--- src/rtl/monolith_pkg.sv ---
`default_nettype none
// ============================================================================
// Module   : monolith_pkg
// Purpose  : Shared types and constants for the monolith streaming IP
//            (permutation size, issue-controller state encoding, err bits).
// Revision : 1.0 - initial release
// ============================================================================
package monolith_pkg;

    // Field elements per permutation carried by the RX/TX FIFOs.
    localparam int PERM_SIZE = 12;

    typedef enum logic [1:0] {
        IDLE  = 2'd0,
        RUN   = 2'd1,
        DRAIN = 2'd2
    } issue_state_t;

    // Bit positions inside the sticky err vector.
    localparam int ERR_SPURIOUS_OUT = 0;
    localparam int ERR_SPURIOUS_POP = 1;
    localparam int ERR_LATENCY      = 2;

endpackage
`default_nettype wire

--- src/rtl/monolith_token_delay.sv ---
`default_nettype none
// ============================================================================
// Module   : monolith_token_delay
// Purpose  : DEPTH-deep 1-bit shift register with synchronous reset. A token
//            presented on din appears on dout exactly DEPTH cycles later.
// Ports    : clk   - clock
//            reset - synchronous active-high reset (clears all stages)
//            din   - token in
//            dout  - token out (last stage)
// Revision : 1.0 - initial release
// ============================================================================
module monolith_token_delay
    import monolith_pkg::*;
#(
    parameter int DEPTH = 8
) (
    input  logic clk,
    input  logic reset,
    input  logic din,
    output logic dout
);

    logic [DEPTH-1:0] r_shift;

    generate
        if (DEPTH == 1) begin : g_single
            always_ff @(posedge clk) begin
                if (reset) begin
                    r_shift <= '0;
                end else begin
                    r_shift <= din;
                end
            end
        end else begin : g_chain
            always_ff @(posedge clk) begin
                if (reset) begin
                    r_shift <= '0;
                end else begin
                    r_shift <= {r_shift[DEPTH-2:0], din};
                end
            end
        end
    endgenerate

    assign dout = r_shift[DEPTH-1];

endmodule
`default_nettype wire

--- src/rtl/monolith_issue_ctrl.sv ---
`default_nettype none
// ============================================================================
// Module   : monolith_issue_ctrl
// Purpose  : Credit-based scheduler between the RX permutation FIFO, the
//            stall-free monolith_hash pipeline and the TX permutation FIFO.
//            A permutation is issued only when a TX slot is reserved for it,
//            so no hash result can be dropped.
// Ports    : clk, reset       - clock, synchronous active-high reset
//            enable           - 1 = issue permitted, 0 = drain then idle
//            src_empty        - RX FIFO has no complete permutation
//            issue            - RX pop + hash in_valid (same cycle)
//            hash_out_valid   - hash result valid
//            dst_write        - TX FIFO write strobe (passthrough)
//            dst_pop          - one permutation left the TX FIFO
//            credits          - free reserved TX slots
//            inflight         - permutations inside the hash pipeline
//            busy             - controller not idle
//            err              - sticky errors {latency, spurious pop, spurious out}
//            issued_cnt       - permutations issued (wrapping)
//            done_cnt         - results written to TX FIFO (wrapping)
// Revision : 1.0 - initial release
// ============================================================================
module monolith_issue_ctrl
    import monolith_pkg::*;
#(
    parameter int PIPE_LATENCY = 8,
    parameter int FIFO_SIZE    = 4,
    parameter int CNT_W        = 32
) (
    input  logic                           clk,
    input  logic                           reset,
    input  logic                           enable,
    input  logic                           src_empty,
    output logic                           issue,
    input  logic                           hash_out_valid,
    output logic                           dst_write,
    input  logic                           dst_pop,
    output logic [$clog2(FIFO_SIZE+1)-1:0] credits,
    output logic [$clog2(FIFO_SIZE+1)-1:0] inflight,
    output logic                           busy,
    output logic [2:0]                     err,
    output logic [CNT_W-1:0]               issued_cnt,
    output logic [CNT_W-1:0]               done_cnt
);

    localparam int CW = $clog2(FIFO_SIZE + 1);
    localparam logic [CW-1:0] FULL_CREDITS = CW'(FIFO_SIZE);

    issue_state_t      r_state;
    logic [CW-1:0]     r_credits;
    logic [CW-1:0]     r_inflight;
    logic [CW-1:0]     r_occupancy;
    logic [2:0]        r_err;
    logic [CNT_W-1:0]  r_issued_cnt;
    logic [CNT_W-1:0]  r_done_cnt;

    logic w_issue;
    logic w_spurious_out;
    logic w_spurious_pop;
    logic w_pop_ok;
    logic w_token_tap;

    // Issue depends only on registered state/credits plus src_empty; a credit
    // returned by dst_pop becomes usable one cycle later.
    assign w_issue = (r_state == RUN) && !src_empty && (r_credits != '0);

    // An out_valid paired with a same-cycle issue is balanced, so only an
    // unpaired result on an empty pipeline is spurious.
    assign w_spurious_out = hash_out_valid && (r_inflight == '0) && !w_issue;
    assign w_spurious_pop = dst_pop && (r_occupancy == '0);
    assign w_pop_ok       = dst_pop && !w_spurious_pop;

    monolith_token_delay #(
        .DEPTH (PIPE_LATENCY)
    ) u_token_delay (
        .clk   (clk),
        .reset (reset),
        .din   (w_issue),
        .dout  (w_token_tap)
    );

    always_ff @(posedge clk) begin
        if (reset) begin
            r_state      <= IDLE;
            r_credits    <= FULL_CREDITS;
            r_inflight   <= '0;
            r_occupancy  <= '0;
            r_err        <= '0;
            r_issued_cnt <= '0;
            r_done_cnt   <= '0;
        end else begin
            case (r_state)
                IDLE:    if (enable) r_state <= RUN;
                RUN:     if (!enable) r_state <= DRAIN;
                DRAIN: begin
                    if (enable) begin
                        r_state <= RUN;
                    end else if (r_inflight == '0) begin
                        r_state <= IDLE;
                    end
                end
                default: r_state <= IDLE;
            endcase

            r_credits <= r_credits + CW'(w_pop_ok) - CW'(w_issue);

            if (w_spurious_out) begin
                r_inflight <= '0;
            end else begin
                r_inflight <= r_inflight + CW'(w_issue) - CW'(hash_out_valid);
            end

            r_occupancy <= r_occupancy + CW'(hash_out_valid) - CW'(w_pop_ok);

            if (w_spurious_out) r_err[ERR_SPURIOUS_OUT] <= 1'b1;
            if (w_spurious_pop) r_err[ERR_SPURIOUS_POP] <= 1'b1;
            if (w_token_tap != hash_out_valid) r_err[ERR_LATENCY] <= 1'b1;

            if (w_issue)        r_issued_cnt <= r_issued_cnt + CNT_W'(1);
            if (hash_out_valid) r_done_cnt   <= r_done_cnt + CNT_W'(1);
        end
    end

    assign issue      = w_issue;
    assign dst_write  = hash_out_valid;
    assign credits    = r_credits;
    assign inflight   = r_inflight;
    assign busy       = (r_state != IDLE);
    assign err        = r_err;
    assign issued_cnt = r_issued_cnt;
    assign done_cnt   = r_done_cnt;

endmodule
`default_nettype wire

--- config.mk ---
export PLATFORM = sky130hd
export DESIGN_NAME = monolith_issue_ctrl
export DESIGN_NICKNAME = d
export VERILOG_FILES = /design/src/rtl/monolith_pkg.sv /design/src/rtl/monolith_token_delay.sv /design/src/rtl/monolith_issue_ctrl.sv
export SDC_FILE = /design/constraint.sdc
export NUM_CORES = 1
export LEC_CHECK = 0
export BUFFER_PORTS_ARGS = -buffer_cell sky130_fd_sc_hd__buf_4
export CORE_MARGIN = 5
export CORE_UTILIZATION = 58
export DETAILED_ROUTE_END_ITERATION = 6
export PLACE_DENSITY = 0.84
export SETUP_SLACK_MARGIN = 0.05
export SYNTH_ARGS = -nofsm -noshare
export SYNTH_HDL_FRONTEND = slang
export SYNTH_HIERARCHICAL = 1
export SYNTH_SLANG_ARGS = --single-unit
--- constraint.sdc ---
create_clock -name clk -period 5.48 [get_ports clk]
set_clock_uncertainty 0.1 [all_clocks]
set_input_delay 0.822 -clock clk [delete_from_list [all_inputs] [get_ports clk]]
set_output_delay 0.822 -clock clk [all_outputs]
set_load 0.02 [all_outputs]
==> results.json <==
{
  "die_height_um": 90.6,
  "hp-class": "register to register",
  "netlist.area_leader.share_pct": 45.7,
  "dp_slack_ns": 2.54,
  "wl_per_cell_um": 14.1,
  "route.detailed.drc": 0,
  "drv_cap": 0,
  "worstPathArrival_ns": 2.86,
  "crit_fanout": 5,
  "h-tree-depth": 3,
  "yosysUniqueCellTypes": 39,
  "die_area_sq_um": 8210,
  "min_period_ns": 2.73,
  "rsz0062_at_grt": "no",
  "cts_setup_buffers": 0,
  "tns_ns": 0,
  "grt_antenna_before_repair": 0,
  "yosysTopAreaCell": "dfxtp_1",
  "layout_worst_path_cycle_share_pct": 49.8,
  "ant_nets": 0,
  "grt_usage_pct": 19.4,
  "yosys_warnings": 6,
  "yosysMostFrequentCell": "dfxtp_1",
  "synth-edff-count": 0,
  "ys_ff_latch": 86,
  "cts_buffers": 9,
  "postSynthAreaPerCell_sq_um": 9.08,
  "cp_slowest_cell": "nor3_1",
  "start_kind": "register",
  "crit_type": "register to register",
  "cts.path.max_buffers": 2,
  "p_leak_nw": 1.89,
  "drt_iter0_markers": 209,
  "drv_slew": 0,
  "timing.critical_path.buf_inv": 2,
  "port_buffers": 81,
  "finalSetupViolCount": 0,
  "hold_viol": 0,
  "cts.clk_slew.worst_paths_ns": 0.08,
  "fp-row-count": 29,
  "synthTopCellsByArea": "dfxtp_1, xor2_1, nor2_1",
  "hpwl_um": 5770,
  "cts_tree": "yes",
  "synth_commonest_cells": "dfxtp_1, nor2_1, xor2_1",
  "worstSetupEndpointType": "register",
  "crit_required_ns": 5.62,
  "gp_congestion": 0.808,
  "async_flop_share_pct": 0,
  "initial_core_util_pct": 59.3,
  "grt_max_degree": 85,
  "slowest_delay_ns": 0.47,
  "synth_nets": 432,
  "crit_chain": "nor3_1 -> or3_1 -> inv_1 -> ha_1 -> inv_1 -> ha_1 -> fa_1 -> xnor2_1 -> xnor2_1 -> nand2b_1",
  "cts-root-buf": "clkbuf_8",
  "clock_sinks": 86,
  "fp.coreArea_sq_um": 6350,
  "timing.fmax_mhz": 367,
  "status": "finished clean",
  "grt_pass1_vias": 3009,
  "syn_area_sq_um": 3770,
  "finalWirelength_um": 8070,
  "io-pin-count": 82,
  "synth_seq_area_share_pct": 45.7,
  "clock_latency_ns": 0.34,
  "cts_hold_buf": 0,
  "area_growth_pct": 23.1,
  "worst_pin_slew_ns": 0.840,
  "drive_gt1_share_pct": 22.7,
  "firstDrtPassIters": 4,
  "setup_ws_ns": 2.75,
  "grt_overflow": 0,
  "via_count": 3123,
  "pwr_density_cell_nw_per_um2": 300,
  "max-slew-margin-rel_pct": 44.0,
  "die_width_um": 90.6,
  "synthCells": 415,
  "nNetsFinal": 509,
  "antenna_cells": 0,
  "grt_pass1_wl_um": 13600,
  "cts_resized": 0,
  "max-vdd-ir-drop_uv": 211,
  "ys.flop_type": "dfxtp_1",
  "hold_ws_ns": 0.343,
  "path_delay_family": "adder cells",
  "vias_per_cell": 5.44
}
power breakdown:
group          leakage (nW)  switching (mW)  internal [mW]
sequential            0.696          0.0279          0.658
clock                 0.110           0.208          0.268
combinational          1.08           0.122          0.106
total                  1.89           0.358           1.03
placed cells by master (no fill, tap or decap), types with 5 or more instances in the layout:
| cell | count |
|---|---|
| nand2_1 | 21 |
| clkbuf_8 | 10 |
| o21ai_0 | 6 |
| nor3_1 | 12 |
| ha_1 | 8 |
| and3_1 | 7 |
| nor2_1 | 63 |
| and4_1 | 6 |
| nor4_2 | 5 |
| buf_4 | 83 |
| nor2b_1 | 12 |
| inv_1 | 19 |
| nand4_1 | 23 |
| nand3_1 | 15 |
| xnor2_1 | 26 |
| nand2b_1 | 5 |
| or3_1 | 8 |
| xor2_1 | 35 |
| a21oi_1 | 10 |
| dfxtp_1 | 86 |
| and2_1 | 7 |
sequential cells by signal (all words and copies together), names as in the netlist:
register / count
issued_cnt: 32
u_token_delay/r_shift: 8
credits: 3
inflight: 3
r_occupancy: 3
r_state: 2
done_cnt: 32
err: 3
final timing paths:
| check | from | endpoint | slack, ns | cells after the start |
|---|---|---|---|---|
| worst max-delay path | credits[2] | credits[2] | 2.75 | 10 |
| worst min register to register | u_token_delay/r_shift[5] | u_token_delay/r_shift[6] | 0.34 | 1 |
| worst min-delay path | u_token_delay/r_shift[5] | u_token_delay/r_shift[6] | 0.34 | 1 |
| worst max register to register | credits[2] | credits[2] | 2.75 | 10 |
layout make-up:
class                   count  area (sq um)
clock inverters             4          70.1
inverters                  19          71.3
well taps                  77          96.3
fillers                   497          1710
multi-input cells         293          1910
repair buffers             83           623
flip-flops and latches     86          1720
clock buffers              12           145
routing by layer:
| metal | up-vias | wire (um) | GRT usage [%] | part of all wire, % |
|---|---|---|---|---|
| met3 | 9 | 422 | 4.25 | 5.2 |
| met1 | 1490 | 3630 | 24.6 | 45 |
| met4 | 0 | 122 | 8.06 | 1.5 |
| li1 | 1543 | - | - | - |
| met2 | 81 | 3890 | 31.8 | 48 |
| met5 | - | 0 | 0 | 0 |
cell families (layout without fill, tap and decap cells):
family / after synthesis / after routing / share of synthesized area, %
XOR/XNOR: 61 / 61 / 14.2
AO/OA/AOI/OAI: 21 / 21 / 3.06
AND/OR/NAND/NOR: 199 / 199 / 28.7
multiplexers: 1 / 1 / 0.266
flip-flops: 86 / 86 / 45.7
buffers and inverters: 36 / 118 / 3.89
adder cells (fa/ha/maj): 11 / 11 / 4.25
through the flow:
step                instances  total power, mW  utilization (%)  cell area, sq um
floorplan                 415            0.855                -              3770
global placement          558            0.917             69.7              4420
detailed placement        558            0.931             69.7              4420
CTS                       574             1.41             73.1              4640
global route              574             1.46             73.1              4640
finish                    574             1.39             73.1              4640
(Power assumes the default switching activity.)
